### src/rtl/rnn_sched_pkg.sv
// rnn_sched_pkg
//   Shared types and constants for the RNN sequence scheduler:
//   FSM state encoding, rnn slave register addresses, input element
//   selector codes and the helper that packs an INPUT register write.
package rnn_sched_pkg;

    typedef enum logic [3:0] {
        IDLE,
        WR_I0,
        WR_I1,
        START,
        WAIT,
        DENSE,
        POLL,
        RESULT,
        OUT
    } state_e;

    localparam logic [31:0] ADDR_START        = 32'd0;
    localparam logic [31:0] ADDR_INPUT        = 32'd1;
    localparam logic [31:0] ADDR_DENSE_RESULT = 32'd7;

    localparam logic [7:0] SEL_ELEM0 = 8'd0;
    localparam logic [7:0] SEL_ELEM1 = 8'd1;

    // INPUT register layout: [23:16] element select, [15:0] element value.
    function automatic logic [31:0] input_word(logic [7:0] sel, logic [15:0] elem);
        return {8'h00, sel, elem};
    endfunction

endpackage

### src/rtl/rnn_seq_sched_timer.sv
// sched_timer
//   Loadable down-counter shared by the step-wait and DONE-poll phases.
//   Ports:
//     clk, rst      clock, synchronous active-high reset
//     load_i        load load_val_i (takes priority over dec_i)
//     load_val_i    value to load
//     dec_i         decrement by one (holds at zero)
//     last_o        count is on its final tick: a decrement this cycle
//                   brings it to zero (also high when already zero)
module sched_timer #(
    parameter int W = 9
) (
    input  logic         clk,
    input  logic         rst,
    input  logic         load_i,
    input  logic [W-1:0] load_val_i,
    input  logic         dec_i,
    output logic         last_o
);

    logic [W-1:0] value_q, value_d;

    always_comb begin
        value_d = value_q;
        if (load_i) begin
            value_d = load_val_i;
        end else if (dec_i && (value_q != '0)) begin
            value_d = value_q - 1'b1;
        end
    end

    always_ff @(posedge clk) begin
        if (rst) value_q <= '0;
        else     value_q <= value_d;
    end

    // Flag from the registered count only, so the FSM can act on it in the
    // same cycle it requests the decrement without a combinational loop.
    assign last_o = (value_q <= W'(1));

endmodule

### src/rtl/rnn_seq_sched.sv
// rnn_seq_sched
//   Bus master that walks the rnn slave through a whole sequence: for each
//   input character it writes both elements and a START, waits the step
//   latency, and after the last character fires the dense layer, polls
//   DONE and returns the 16-bit result (or an error on poll timeout).
//   Ports:
//     clk, rst                      clock, synchronous active-high reset
//     in_valid/in_ready/in_data/in_last   character stream in
//     out_valid/out_ready/out_data/out_err result out
//     cfg_step_wait                 wait cycles after START (floored)
//     m_read/m_write/m_addr/m_wdata/m_rdata  rnn slave bus (registered out)
//     busy, char_count              status
module rnn_seq_sched
    import rnn_sched_pkg::*;
#(
    parameter int STEP_WAIT_MIN = 8,
    parameter int POLL_TIMEOUT  = 256,
    parameter int CNT_W         = 8
) (
    input  logic             clk,
    input  logic             rst,
    input  logic             in_valid,
    output logic             in_ready,
    input  logic [31:0]      in_data,
    input  logic             in_last,
    output logic             out_valid,
    input  logic             out_ready,
    output logic [15:0]      out_data,
    output logic             out_err,
    input  logic [7:0]       cfg_step_wait,
    output logic             m_read,
    output logic             m_write,
    output logic [31:0]      m_addr,
    output logic [31:0]      m_wdata,
    input  logic [31:0]      m_rdata,
    output logic             busy,
    output logic [CNT_W-1:0] char_count
);

    // Wide enough for both the poll budget and any 8-bit step wait.
    localparam int TMR_W = $clog2((POLL_TIMEOUT > 255) ? (POLL_TIMEOUT + 1) : 256);
    localparam logic [7:0] WAIT_MIN8 = 8'(STEP_WAIT_MIN);

    state_e             state_q, state_d;
    logic [31:0]        data_q, data_d;
    logic               last_q, last_d;
    logic               in_ready_q, in_ready_d;
    logic               out_valid_q, out_valid_d;
    logic               out_err_q, out_err_d;
    logic [15:0]        out_data_q, out_data_d;
    logic               m_read_q, m_read_d;
    logic               m_write_q, m_write_d;
    logic [31:0]        m_addr_q, m_addr_d;
    logic [31:0]        m_wdata_q, m_wdata_d;
    logic [CNT_W-1:0]   cnt_q, cnt_d;

    logic               tmr_load, tmr_dec, tmr_last;
    logic [TMR_W-1:0]   tmr_load_val;
    logic [TMR_W-1:0]   step_wait;
    logic               rdata_unused;

    assign step_wait    = (cfg_step_wait < WAIT_MIN8) ? TMR_W'(WAIT_MIN8) : TMR_W'(cfg_step_wait);
    assign rdata_unused = ^m_rdata[31:16];

    sched_timer #(.W(TMR_W)) u_timer (
        .clk        (clk),
        .rst        (rst),
        .load_i     (tmr_load),
        .load_val_i (tmr_load_val),
        .dec_i      (tmr_dec),
        .last_o     (tmr_last)
    );

    always_comb begin
        state_d      = state_q;
        data_d       = data_q;
        last_d       = last_q;
        out_err_d    = out_err_q;
        out_data_d   = out_data_q;
        cnt_d        = cnt_q;
        tmr_load     = 1'b0;
        tmr_load_val = '0;
        tmr_dec      = 1'b0;

        case (state_q)
            IDLE: begin
                if (in_valid && in_ready_q) begin
                    data_d  = in_data;
                    last_d  = in_last;
                    state_d = WR_I0;
                end
            end
            WR_I0: state_d = WR_I1;
            WR_I1: state_d = START;
            START: begin
                if (cnt_q != '1) cnt_d = cnt_q + 1'b1;
                tmr_load     = 1'b1;
                tmr_load_val = step_wait;
                state_d      = WAIT;
            end
            WAIT: begin
                tmr_dec = 1'b1;
                if (tmr_last) state_d = last_q ? DENSE : IDLE;
            end
            DENSE: begin
                tmr_load     = 1'b1;
                tmr_load_val = TMR_W'(POLL_TIMEOUT);
                state_d      = POLL;
            end
            POLL: begin
                if (m_rdata[0]) begin
                    state_d = RESULT;
                end else begin
                    tmr_dec = 1'b1;
                    if (tmr_last) begin
                        out_err_d  = 1'b1;
                        out_data_d = 16'h0000;
                        state_d    = OUT;
                    end
                end
            end
            RESULT: begin
                // This read also moves the rnn back to its LOAD phase.
                out_data_d = m_rdata[15:0];
                state_d    = OUT;
            end
            OUT: begin
                if (out_ready) begin
                    out_err_d = 1'b0;
                    cnt_d     = '0;
                    state_d   = IDLE;
                end
            end
            default: state_d = IDLE;
        endcase

        // Bus strobes are decoded from the next state so that they are
        // registered yet line up with the state that owns them.
        m_read_d  = 1'b0;
        m_write_d = 1'b0;
        m_addr_d  = '0;
        m_wdata_d = '0;
        case (state_d)
            WR_I0: begin
                m_write_d = 1'b1;
                m_addr_d  = ADDR_INPUT;
                m_wdata_d = input_word(SEL_ELEM0, data_d[15:0]);
            end
            WR_I1: begin
                m_write_d = 1'b1;
                m_addr_d  = ADDR_INPUT;
                m_wdata_d = input_word(SEL_ELEM1, data_d[31:16]);
            end
            START: begin
                m_write_d = 1'b1;
                m_addr_d  = ADDR_START;
            end
            DENSE: begin
                m_write_d = 1'b1;
                m_addr_d  = ADDR_DENSE_RESULT;
            end
            POLL: begin
                m_read_d = 1'b1;
                m_addr_d = ADDR_START;
            end
            RESULT: begin
                m_read_d = 1'b1;
                m_addr_d = ADDR_DENSE_RESULT;
            end
            default: ;
        endcase

        in_ready_d  = (state_d == IDLE);
        out_valid_d = (state_d == OUT);
    end

    always_ff @(posedge clk) begin
        if (rst) begin
            state_q     <= IDLE;
            data_q      <= '0;
            last_q      <= 1'b0;
            in_ready_q  <= 1'b0;
            out_valid_q <= 1'b0;
            out_err_q   <= 1'b0;
            out_data_q  <= '0;
            m_read_q    <= 1'b0;
            m_write_q   <= 1'b0;
            m_addr_q    <= '0;
            m_wdata_q   <= '0;
            cnt_q       <= '0;
        end else begin
            state_q     <= state_d;
            data_q      <= data_d;
            last_q      <= last_d;
            in_ready_q  <= in_ready_d;
            out_valid_q <= out_valid_d;
            out_err_q   <= out_err_d;
            out_data_q  <= out_data_d;
            m_read_q    <= m_read_d;
            m_write_q   <= m_write_d;
            m_addr_q    <= m_addr_d;
            m_wdata_q   <= m_wdata_d;
            cnt_q       <= cnt_d;
        end
    end

    assign in_ready   = in_ready_q;
    assign out_valid  = out_valid_q;
    assign out_err    = out_err_q;
    assign out_data   = out_data_q;
    assign m_read     = m_read_q;
    assign m_write    = m_write_q;
    assign m_addr     = m_addr_q;
    assign m_wdata    = m_wdata_q;
    assign char_count = cnt_q;
    assign busy       = (state_q != IDLE);

endmodule

### config.mk
export PLATFORM = sky130hd
export DESIGN_NAME = rnn_seq_sched
export DESIGN_NICKNAME = d
export VERILOG_FILES = /design/src/rtl/rnn_sched_pkg.sv /design/src/rtl/rnn_seq_sched_timer.sv /design/src/rtl/rnn_seq_sched.sv
export SDC_FILE = /design/constraint.sdc
export NUM_CORES = 1
export LEC_CHECK = 0
export ABC_AREA = 1
export BUFFER_PORTS_ARGS = -buffer_cell sky130_fd_sc_hd__buf_2
export CAP_MARGIN = 25
export CORE_AREA = 2 2 94 96
export CTS_BUF_LIST = sky130_fd_sc_hd__clkbuf_8
export DETAILED_ROUTE_END_ITERATION = 8
export DIE_AREA = 0 0 96 98
export GPL_TIMING_DRIVEN = 0
export PLACE_DENSITY = 0.92
export SYNTH_ARGS = -nofsm -noshare
export SYNTH_HDL_FRONTEND = slang
export SYNTH_SLANG_ARGS = --single-unit
### constraint.sdc
create_clock -name clk -period 2.33 [get_ports clk]
set_input_delay 0.466 -clock clk [delete_from_list [all_inputs] [get_ports clk]]
set_output_delay 0.466 -clock clk [all_outputs]
set_load 0.03 [all_outputs]
==> flow_summary.toml <==
[worst_setup_path]
timing.rr.end = "out_data[10]$_SDFFE_PP0P_"
critPathRequiredTime_ns = 2.56
crit_slowest_cell = "dfxtp_1"
arrival_ns = 2.08
crit_type = "register to register"
slowest_delay_ns = 0.35
cp-end-kind = "register"
cp_max_fo = 10
worst_setup_path_start_kind = "register"
rr_worst_depth = 11
worstPathCellList = "inv_1 -> nand3_1 -> nor2_1 -> nand2_1 -> nand3_2 -> nand2_2 -> nor2_4 -> buf_6 -> nand2_1 -> nand2_1 -> nor2_1"
r2r_setup_slack_ns = 0.49
crit-reg2reg-launch = "u_timer.value_q[0]$_SDFFE_PP0P_"
worst_path_most_repeated_cell = "nand2_1"

[drt]
vias_per_cell = 4.62
final_antenna_net_count = 0
wl_per_cell_um = 11.3
drt_iter0_markers = 207
drtPass1Iterations = 5
drt_wl_total_um = 10300
vias = 4200
drc = 0

[grt]
grt_pass1_vias = 3754
grt_usage_pct = 21.9
globalRouteMet3Util_pct = 5.86
antenna_found_initial = 0
grt_pass1_wl_um = 16500
grt_start_max_net_pins = 18
use_met2_pct = 36.3
grt_overflow_total = 0
met1_usage_pct = 28.0
grt_busiest_layer = "met2"

[yosys]
ys_seq_area_share_pct = 42.5
ys.warnings.count = 0
async_flop_share_pct = 0
ys_ff_latch = 94
yosysTopAreaCellShare_pct = 42.5
synthTopCellsByArea = "dfxtp_1, nand2_1, nor2_1"
syn_area_um2 = 4430
synth_top_family_by_area = "simple AND/OR/NAND/NOR gates"
synth_compound_area_share_pct = 9.73
yosys.area_share.simple_pct = 29.1
synthCells = 632
synthAdderAreaFrac_pct = 1.13
synthFlopType = "dfxtp_1"
synth_edf_count = 0
syn_avg_cell_area_um2 = 7.00
synthXorXnorAreaFrac_pct = 0.594
synth.distinct_cells = 34
netlist.top_cell.by_area = "dfxtp_1"
synth.area.mux_share_pct = 0

[finish]
drive_gt1_share_pct = 25.7
fillCellCount = 758
nets = 877
fin_cells = 909
ff_latch_area_um2 = 1880
diodes = 0
final_common_cell = "nand2_1"
synthToLayoutAreaGrowth_pct = 23.4
multiInputGateArea_um2 = 1960
layout_common_cells = "nand2_1, buf_2, nor2_1"

[sta]
fin_skew_ns = 0.0107
setup_viol = 0
tightest_slew_ns = 0.559
relSlewSlack_pct = 62.6
hold_viol = 0
whs_ns = 0.372
setup_slack_ns = 0.487
fin_crit_sh_pct = 79.1
drv_slew = 0
min_period_ns = 1.84
rsz0062_at_grt = "false"
fmax_mhz = 542
finalSetupTns_ns = 0

[power]
vdd_drop_max_v = 0.000475
power_density_nw_per_um2 = 664
power.leakage_nw = 2.90
power.total_mw = 3.63

[clock_network]
ctsHoldBuffers = 0
numCtsBuffers = 9
clk_path_buf_depth = 2
path_clk_slew_ns = 0.10
clock_sinks = 94
post-cts-setup-buffers = 0
cts-root-buf = "clkbuf_8"
insertion_delay_ns = 0.36
cts_resized = 0
htreeDepth = 3
cts_tree = "built"

[place]
place_inst = 893
io_buffer_count = 110
dp_hpwl_um = 7710
place_ws_ns = 0.549
gp_congestion = 0.904

[floorplan]
fp-row-count = 34
dieArea_um2 = 9410
die_w_um = 96
pin_count = 171
initial_core_util_pct = 52.3
core_um2 = 8470
die_y_um = 98

[status]
status = "finished clean"

[hold_path]
worst_hold_path.endpoint = "data_q[7]$_SDFF_PP0_"
hold_path.class = "input port to register"
hold_start = "in_data[7]"
hold_depth = 3

[job]
drv_cap = 0
[worst max-delay path by stage]
| stage | startpoint | endpoint | slack (ns) | depth (start not counted) |
|---|---|---|---|---|
| after global placement | state_q[3]$_SDFF_PP0_ | m_wdata[8]$_SDFF_PP0_ | 0.59 | 6 |
| after CTS | u_timer.value_q[0]$_SDFFE_PP0P_ | out_data[11]$_SDFFE_PP0P_ | 0.50 | 11 |
| after floorplan | char_count[0]$_SDFFE_PP0P_ | char_count[0]$_SDFFE_PP0P_ | 0.72 | 7 |
| after detailed placement | u_timer.value_q[1]$_SDFFE_PP0P_ | out_data[11]$_SDFFE_PP0P_ | 0.55 | 11 |
| final | u_timer.value_q[0]$_SDFFE_PP0P_ | out_data[10]$_SDFFE_PP0P_ | 0.49 | 11 |
| after global routing | u_timer.value_q[1]$_SDFFE_PP0P_ | out_data[7]$_SDFFE_PP0P_ | 0.35 | 11 |
[final cells by class]
type / instances / share of cell area, %
multi-input cells: 440 / 35.9
flip-flops and latches: 94 / 34.4
repair buffers: 110 / 10.1
plain buffers: 66 / 8.47
inverters: 75 / 5.15
clock buffers: 10 / 2.52
well taps: 108 / 2.47
clock inverters: 6 / 0.962
[synth_stat cells (6+ instances only)]
master,count
dfxtp_1,94
nor2_1,106
a21oi_1,17
nand4_1,6
clkbuf_1,7
o21ai_1,8
buf_4,47
nand2_1,163
a211oi_1,16
o21ai_0,28
inv_1,70
nand3_1,19
buf_2,7
[metal layers]
metal  up-vias  share of wire (%)  routed length (um)
li1       2191                  -                   -
met4         0                1.0                 104
met1      1841                 42                4350
met2       159                 49                4990
met5         -                  0                   0
met3         9                8.0                 823
[state kept, by name, summed over array words and instances (netlist names)]
register and flops:
out_err 1, state_q 4, m_write 1, out_valid 1
m_wdata 17, u_timer.value_q 9, out_data 16, m_read 1
m_addr 2, char_count 8, last_q 1, in_ready 1
data_q 32
[metrics by stage]
stage	instance area (um^2)	utilization (%)
after CTS	5460	64.5
after global placement	5270	62.3
after floorplan	4590	-
final	5460	64.5
after global routing	5460	64.5
after detailed placement	5270	62.3
[cell families (layout without fill, tap and decap cells)]
logic type               after synthesis  in the layout
buffers and inverters                141            267
AO/OA/AOI/OAI                         75             75
other                                  1             44
AND/OR/NAND/NOR                      314            314
flip-flops                            94             94
XOR/XNOR                               3              3
adder cells (fa/ha/maj)                4              4
[critical path, delay by kind of cell (launching register included)]
kind                   cells  cell delay, ns
buffers and inverters      2            0.29
DFF                        1            0.35
and+or+nand+nor            9            1.09
[power breakdown]
group          total (mW)  switching [mW]  internal (mW)
combinational       0.810           0.545          0.265
clock                1.03           0.597          0.434
sequential           1.79          0.0463           1.74
(Power assumes the default switching activity.)
